**src/rtl/contador_bcd_n.sv**
```systemverilog
// rtl/contador_bcd_n.sv - N-digit BCD up/down counter with multiplexed 7-segment display scan
module contador_bcd_n #(
   parameter int DIGITS   = 4,
   parameter int TICK_DIV = 25_000_000,
   parameter int SCAN_DIV = 65536
) (
   input  logic                  clk,
   input  logic                  rst_n,
   input  logic                  en,
   input  logic                  up_dn,
   input  logic                  clr,
   input  logic                  load,
   input  logic [4*DIGITS-1:0]   load_val,
   input  logic                  blank_lz,
   output logic [4*DIGITS-1:0]   count,
   output logic                  carry,
   output logic [6:0]            seg_n,
   output logic [DIGITS-1:0]     an_n
);

   localparam int PW = $clog2(TICK_DIV);
   localparam int SW = (SCAN_DIV > 1) ? $clog2(SCAN_DIV) : 1;
   localparam int IW = (DIGITS > 1) ? $clog2(DIGITS) : 1;
   localparam logic [PW-1:0] PRE_MAX  = PW'(TICK_DIV - 1);
   localparam logic [SW-1:0] SCAN_MAX = SW'(SCAN_DIV - 1);
   localparam logic [IW-1:0] IDX_MAX  = IW'(DIGITS - 1);

   logic [PW-1:0]         presc_q, presc_d;
   logic [4*DIGITS-1:0]   count_q, count_d;
   logic                  carry_q, carry_d;
   logic [SW-1:0]         scan_q, scan_d;
   logic [IW-1:0]         idx_q, idx_d;

   logic                  step;
   logic [4*DIGITS-1:0]   inc_val, dec_val, load_clean;
   logic                  inc_wrap, dec_wrap;
   logic [3:0]            dig, ld_dig, sel_dig;
   logic                  zero_from, blank;

   // Active-low segment pattern {g,f,e,d,c,b,a} for one BCD digit
   function automatic logic [6:0] seg_decode(input logic [3:0] d);
      case (d)
         4'd0:    seg_decode = 7'h40;
         4'd1:    seg_decode = 7'h79;
         4'd2:    seg_decode = 7'h24;
         4'd3:    seg_decode = 7'h30;
         4'd4:    seg_decode = 7'h19;
         4'd5:    seg_decode = 7'h12;
         4'd6:    seg_decode = 7'h02;
         4'd7:    seg_decode = 7'h78;
         4'd8:    seg_decode = 7'h00;
         4'd9:    seg_decode = 7'h10;
         default: seg_decode = 7'h7F;
      endcase
   endfunction

   assign step = en && (presc_q == PRE_MAX);

   // Prescaler: clear wins, otherwise free-run while enabled; load leaves it alone
   always_comb begin
      presc_d = presc_q;
      if (clr) begin
         presc_d = '0;
      end else if (en) begin
         presc_d = (presc_q == PRE_MAX) ? '0 : presc_q + 1'b1;
      end
   end

   // Decimal increment/decrement candidates with digit ripple, plus sanitised load value
   always_comb begin
      logic c;
      logic b;
      c          = 1'b1;
      b          = 1'b1;
      dig        = '0;
      ld_dig     = '0;
      inc_val    = '0;
      dec_val    = '0;
      load_clean = '0;
      for (int k = 0; k < DIGITS; k++) begin
         dig = count_q[4*k +: 4];
         if (c) begin
            if (dig == 4'd9) begin
               inc_val[4*k +: 4] = 4'd0;
            end else begin
               inc_val[4*k +: 4] = dig + 4'd1;
               c = 1'b0;
            end
         end else begin
            inc_val[4*k +: 4] = dig;
         end
         if (b) begin
            if (dig == 4'd0) begin
               dec_val[4*k +: 4] = 4'd9;
            end else begin
               dec_val[4*k +: 4] = dig - 4'd1;
               b = 1'b0;
            end
         end else begin
            dec_val[4*k +: 4] = dig;
         end
         ld_dig = load_val[4*k +: 4];
         load_clean[4*k +: 4] = (ld_dig > 4'd9) ? 4'd0 : ld_dig;
      end
      inc_wrap = c;
      dec_wrap = b;
   end

   // Count next state: clear, then load, then step; carry only on a real wrap step
   always_comb begin
      count_d = count_q;
      carry_d = 1'b0;
      if (clr) begin
         count_d = '0;
      end else if (load) begin
         count_d = load_clean;
      end else if (step) begin
         if (up_dn) begin
            count_d = inc_val;
            carry_d = inc_wrap;
         end else begin
            count_d = dec_val;
            carry_d = dec_wrap;
         end
      end
   end

   // Free-running scan divider advancing the displayed digit index on each wrap
   always_comb begin
      scan_d = scan_q;
      idx_d  = idx_q;
      if (scan_q == SCAN_MAX) begin
         scan_d = '0;
         idx_d  = (idx_q == IDX_MAX) ? '0 : idx_q + 1'b1;
      end else begin
         scan_d = scan_q + 1'b1;
      end
   end

   // State registers with synchronous active-low reset
   always_ff @(posedge clk) begin
      if (!rst_n) begin
         presc_q <= '0;
         count_q <= '0;
         carry_q <= 1'b0;
         scan_q  <= '0;
         idx_q   <= '0;
      end else begin
         presc_q <= presc_d;
         count_q <= count_d;
         carry_q <= carry_d;
         scan_q  <= scan_d;
         idx_q   <= idx_d;
      end
   end

   // Select the scanned digit and decide whether it is a blankable leading zero
   always_comb begin
      zero_from = 1'b1;
      sel_dig   = '0;
      blank     = 1'b0;
      for (int k = DIGITS - 1; k >= 0; k--) begin
         zero_from = zero_from && (count_q[4*k +: 4] == 4'd0);
         if (idx_q == IW'(k)) begin
            sel_dig = count_q[4*k +: 4];
            blank   = blank_lz && (k != 0) && zero_from;
         end
      end
   end

   assign seg_n = blank ? 7'h7F : seg_decode(sel_dig);
   assign an_n  = ~(DIGITS'(1) << idx_q);
   assign count = count_q;
   assign carry = carry_q;

endmodule

```
**config.mk**
```make
export PLATFORM = sky130hd
export DESIGN_NAME = contador_bcd_n
export DESIGN_NICKNAME = d
export VERILOG_FILES = /design/src/rtl/contador_bcd_n.sv
export SDC_FILE = /design/constraint.sdc
export NUM_CORES = 1
export LEC_CHECK = 0
export ABC_AREA = 1
export ABC_CLOCK_PERIOD_IN_PS = 4300
export CAP_MARGIN = 20
export CORE_MARGIN = 1.5
export CORE_UTILIZATION = 50
export DETAILED_ROUTE_END_ITERATION = 12
export PLACE_DENSITY = 0.71
export SYNTH_ARGS = -nofsm -noshare
export SYNTH_HDL_FRONTEND = slang
export SYNTH_SLANG_ARGS = --single-unit
```
**constraint.sdc**
```tcl
create_clock -name clk -period 4.3 [get_ports clk]
set_input_delay 0.43 -clock clk [delete_from_list [all_inputs] [get_ports clk]]
set_output_delay 0.43 -clock clk [all_outputs]
set_load 0.005 [all_outputs]
```
==> impl_metrics.env <==
export IMPL_outcome="finished, final reports clean"
export IMPL_preCtsSetupSlack_ns=1.42
export IMPL_synth_edff_count=0
export IMPL_netSwitchingPower_mw=0.357
export IMPL_grt_pass1_vias=3807
export IMPL_ys_ff_latch=60
export IMPL_detail_route_iter0_violations=179
export IMPL_skew_ns=0.00951
export IMPL_final_nets=721
export IMPL_final_min_period_over_clock_period_pct=76.1
export IMPL_final_max_slew_violation_count=0
export IMPL_synth_cell_area_mm2=0.00408
export IMPL_dp_final_hpwl_mm=7.32
export IMPL_hp_class="register to register"
export IMPL_setup_slack_ns=1.03
export IMPL_holdPathStages=1
export IMPL_timing_hold_violations_final=0
export IMPL_timing_reg2reg_setup_slack_ns=2.23
export IMPL_synth_largest_type_area_fraction_pct=29.5
export IMPL_timing_critical_path_arrival_ns=2.84
export IMPL_numClockSinks=60
export IMPL_clock_power_share_pct=39.5
export IMPL_design_portCount=51
export IMPL_sw_frac_of_total_pct=28.1
export IMPL_detailedRoute_firstPassIterationCount=4
export IMPL_tns_ns=0
export IMPL_synth_cell_type_count=49
export IMPL_hold_path_startpoint="scan_q[0]"
export IMPL_port_buffers=50
export IMPL_period_needed_ns=3.27
export IMPL_drt_wl_total_mm=9.58
export IMPL_cts_buffer_depth=2
export IMPL_grt_ovfl_total=0
export IMPL_count_of_unresolved_drc_violations_after_routing=0
export IMPL_floorplan_die_width_um=93.3
export IMPL_worst_setup_hold_path_clk_slew_ns=0.08
export IMPL_crit_type="register to primary output"
export IMPL_crit_fanout=6
export IMPL_worst_skew_pair_late_latency_ns=0.34
export IMPL_clock_fmax_mhz=306
export IMPL_routabilityCongestion=0.946
export IMPL_synth_async_sr_flop_share_pct=0
export IMPL_end_kind="primary output"
export IMPL_wire_per_inst_um=12.0
export IMPL_globalRouteTotalUtil_pct=23.4
export IMPL_post_cts_resized=0
export IMPL_htreeDepth=3
export IMPL_postCtsHoldBufs=0
export IMPL_place_area_mm2=0.00463
export IMPL_max_slew_margin_rel_pct=34.9
export IMPL_ys_warn_count=0
export IMPL_tightest_slew_ns=0.974
export IMPL_syn2layout_area_growth_pct=18.3
export IMPL_worstSetupEndpoint="seg_n[3]"
export IMPL_timing_critical_path_required_ns=3.87
export IMPL_syn_inst=637
export IMPL_syn_num_nets=667
export IMPL_clockRootBuffer="clkbuf_8"
export IMPL_cp_startpoint_kind="register"
export IMPL_irDropWorstVdd_uv=190
export IMPL_largest_cells_by_area_after_synthesis="dfxtp_1 29%, nand2_1 15%, nor2_1 9.4%, nand3_1 6.6%, inv_1 6.4%"
export IMPL_synth_top_area_cell="dfxtp_1"
export IMPL_numCtsBuffers=9
export IMPL_die_y_um=93.3
export IMPL_r2r_start="scan_q[0]"
export IMPL_synth_yosys_seq_area_share_pct=29.5
export IMPL_share_seq_of_total_power_pct=45.7
export IMPL_initial_core_util_pct=52.2
export IMPL_final_layout_size_suffix_gt1_share_pct=10.2
export IMPL_grt_antenna_before_repair=0
export IMPL_n_fill_cell=793
export IMPL_tritoncts="built"
export IMPL_finalInstanceArea_mm2=0.00483
export IMPL_power_internal_mw=0.913
export IMPL_synth_common_cells="162 x nand2_1, 102 x nor2_1, 70 x inv_1"
export IMPL_antenna_cells_inserted=0
export IMPL_setup_viol_count_final=0
export IMPL_worst_setup_path_startpoint="idx_q[0]"
export IMPL_timing_max_cap_violations=0
export IMPL_grt_pass1_wl_mm=16.4
export IMPL_vias=4139
export IMPL_drt_vias_per_instance=5.19
export IMPL_drtAntennaViolNets=0
export IMPL_largest_net_degree_at_the_start_of_global_routing=24
export IMPL_syn_area_per_cell_um2=6.40
export IMPL_postCtsSetupRepairBufs=0
export IMPL_worst_r2r_path_depth=10
export IMPL_rsz0062_at_grt="false"
export IMPL_logic_gate_share_of_total_power_pct=14.8
export IMPL_power_density_mw_per_mm2=263
export IMPL_placement_rows=32
export IMPL_synthMostInstantiatedCell="nand2_1"
export IMPL_die_area_mm2=0.00871
export IMPL_critical_path_reg2reg_endpoint="scan_q[9]"
export IMPL_finalCoreUtilization_pct=61.8
export IMPL_synth_flop_cell="dfxtp_1"
export IMPL_core_area_mm2=0.00781
export IMPL_power_leakage_nw=2.01
## kinds of logic after synthesis
kind of cell / synth area share (%)
compound gates: 11.0
xor+xnor: 3.01
fa+ha+maj: 2.15
buf+inv: 9.82
flops: 29.5
simple gates: 44.6
## metal layers
metal / track usage [%] / routed length [um] / share of wire (%)
met2: 40.5 / 4600 / 48
met3: 3.41 / 382 / 4.0
met1: 27.8 / 4270 / 45
met4: 12.4 / 314 / 3.3
met5: 0 / 0 / 0
## area by class of cell
class | count | area [um^2] | share of cell area [%]
Clock buffer | 9 | 124 | 2.57
Clock inverter | 7 | 67.6 | 1.40
Inverter | 82 | 322 | 6.66
Multi-Input combinational cell | 487 | 2480 | 51.3
Sequential cell | 60 | 1200 | 24.9
Tap cell | 102 | 128 | 2.64
Timing Repair Buffer | 51 | 508 | 10.5
## flip-flops by register name, indices dropped and copies added (netlist names)
name	count
carry	1
count	16
idx_q	2
presc_q	25
scan_q	16
## power by group through the flow
stage	registers (mW)	clock network, mW	logic (mW)
2_1_floorplan	0.589	0	0.123
6_report	0.580	0.502	0.188
3_5_place_dp	0.593	0	0.188
3_3_place_gp	0.592	0	0.186
5_1_grt	0.581	0.535	0.212
4_1_cts	0.580	0.514	0.189
## per-stage QoR
stage          power (mW)  hold slack (ns)  std cells
3_3_place_gp        0.779            0.430        782
3_5_place_dp        0.780            0.441        782
6_report             1.27            0.453        798
5_1_grt              1.33            0.483        798
2_1_floorplan       0.712            0.417        637
4_1_cts              1.28            0.454        798
## layout by cell type, fill, tap and decap left out, types with 12 or more instances in the layout
cell type / instances
nand2_1: 162
nor2_1: 102
nand3_1: 54
dfxtp_1: 60
inv_1: 70
nor3_1: 12
a21oi_1: 32
clkdlybuf4s50_1: 50
o21ai_0: 19
nand4_1: 12
## worst min path at each step
stage,slack [ns],to
6_report,0.45,scan_q[0]
5_1_grt,0.48,scan_q[0]
4_1_cts,0.45,scan_q[0]
3_5_place_dp,0.44,scan_q[0]
3_3_place_gp,0.43,scan_q[0]
2_1_floorplan,0.42,scan_q[0]
## worst max-delay path, stage by stage (launching register included)
cell             delay (ns)
dfxtp_1                0.39
inv_1                  0.10
ha_1                   0.27
a21oi_1                0.16
o21ai_0                0.13
a22oi_2                0.27
inv_1                  0.11
ha_1                   0.31
inv_1                  0.06
nand2_1                0.05
nand2_1                0.07
nand2_1                0.04
nand2_1                0.05
clkdlybuf4s50_1        0.49
Power figures use the tool's default switching activity.
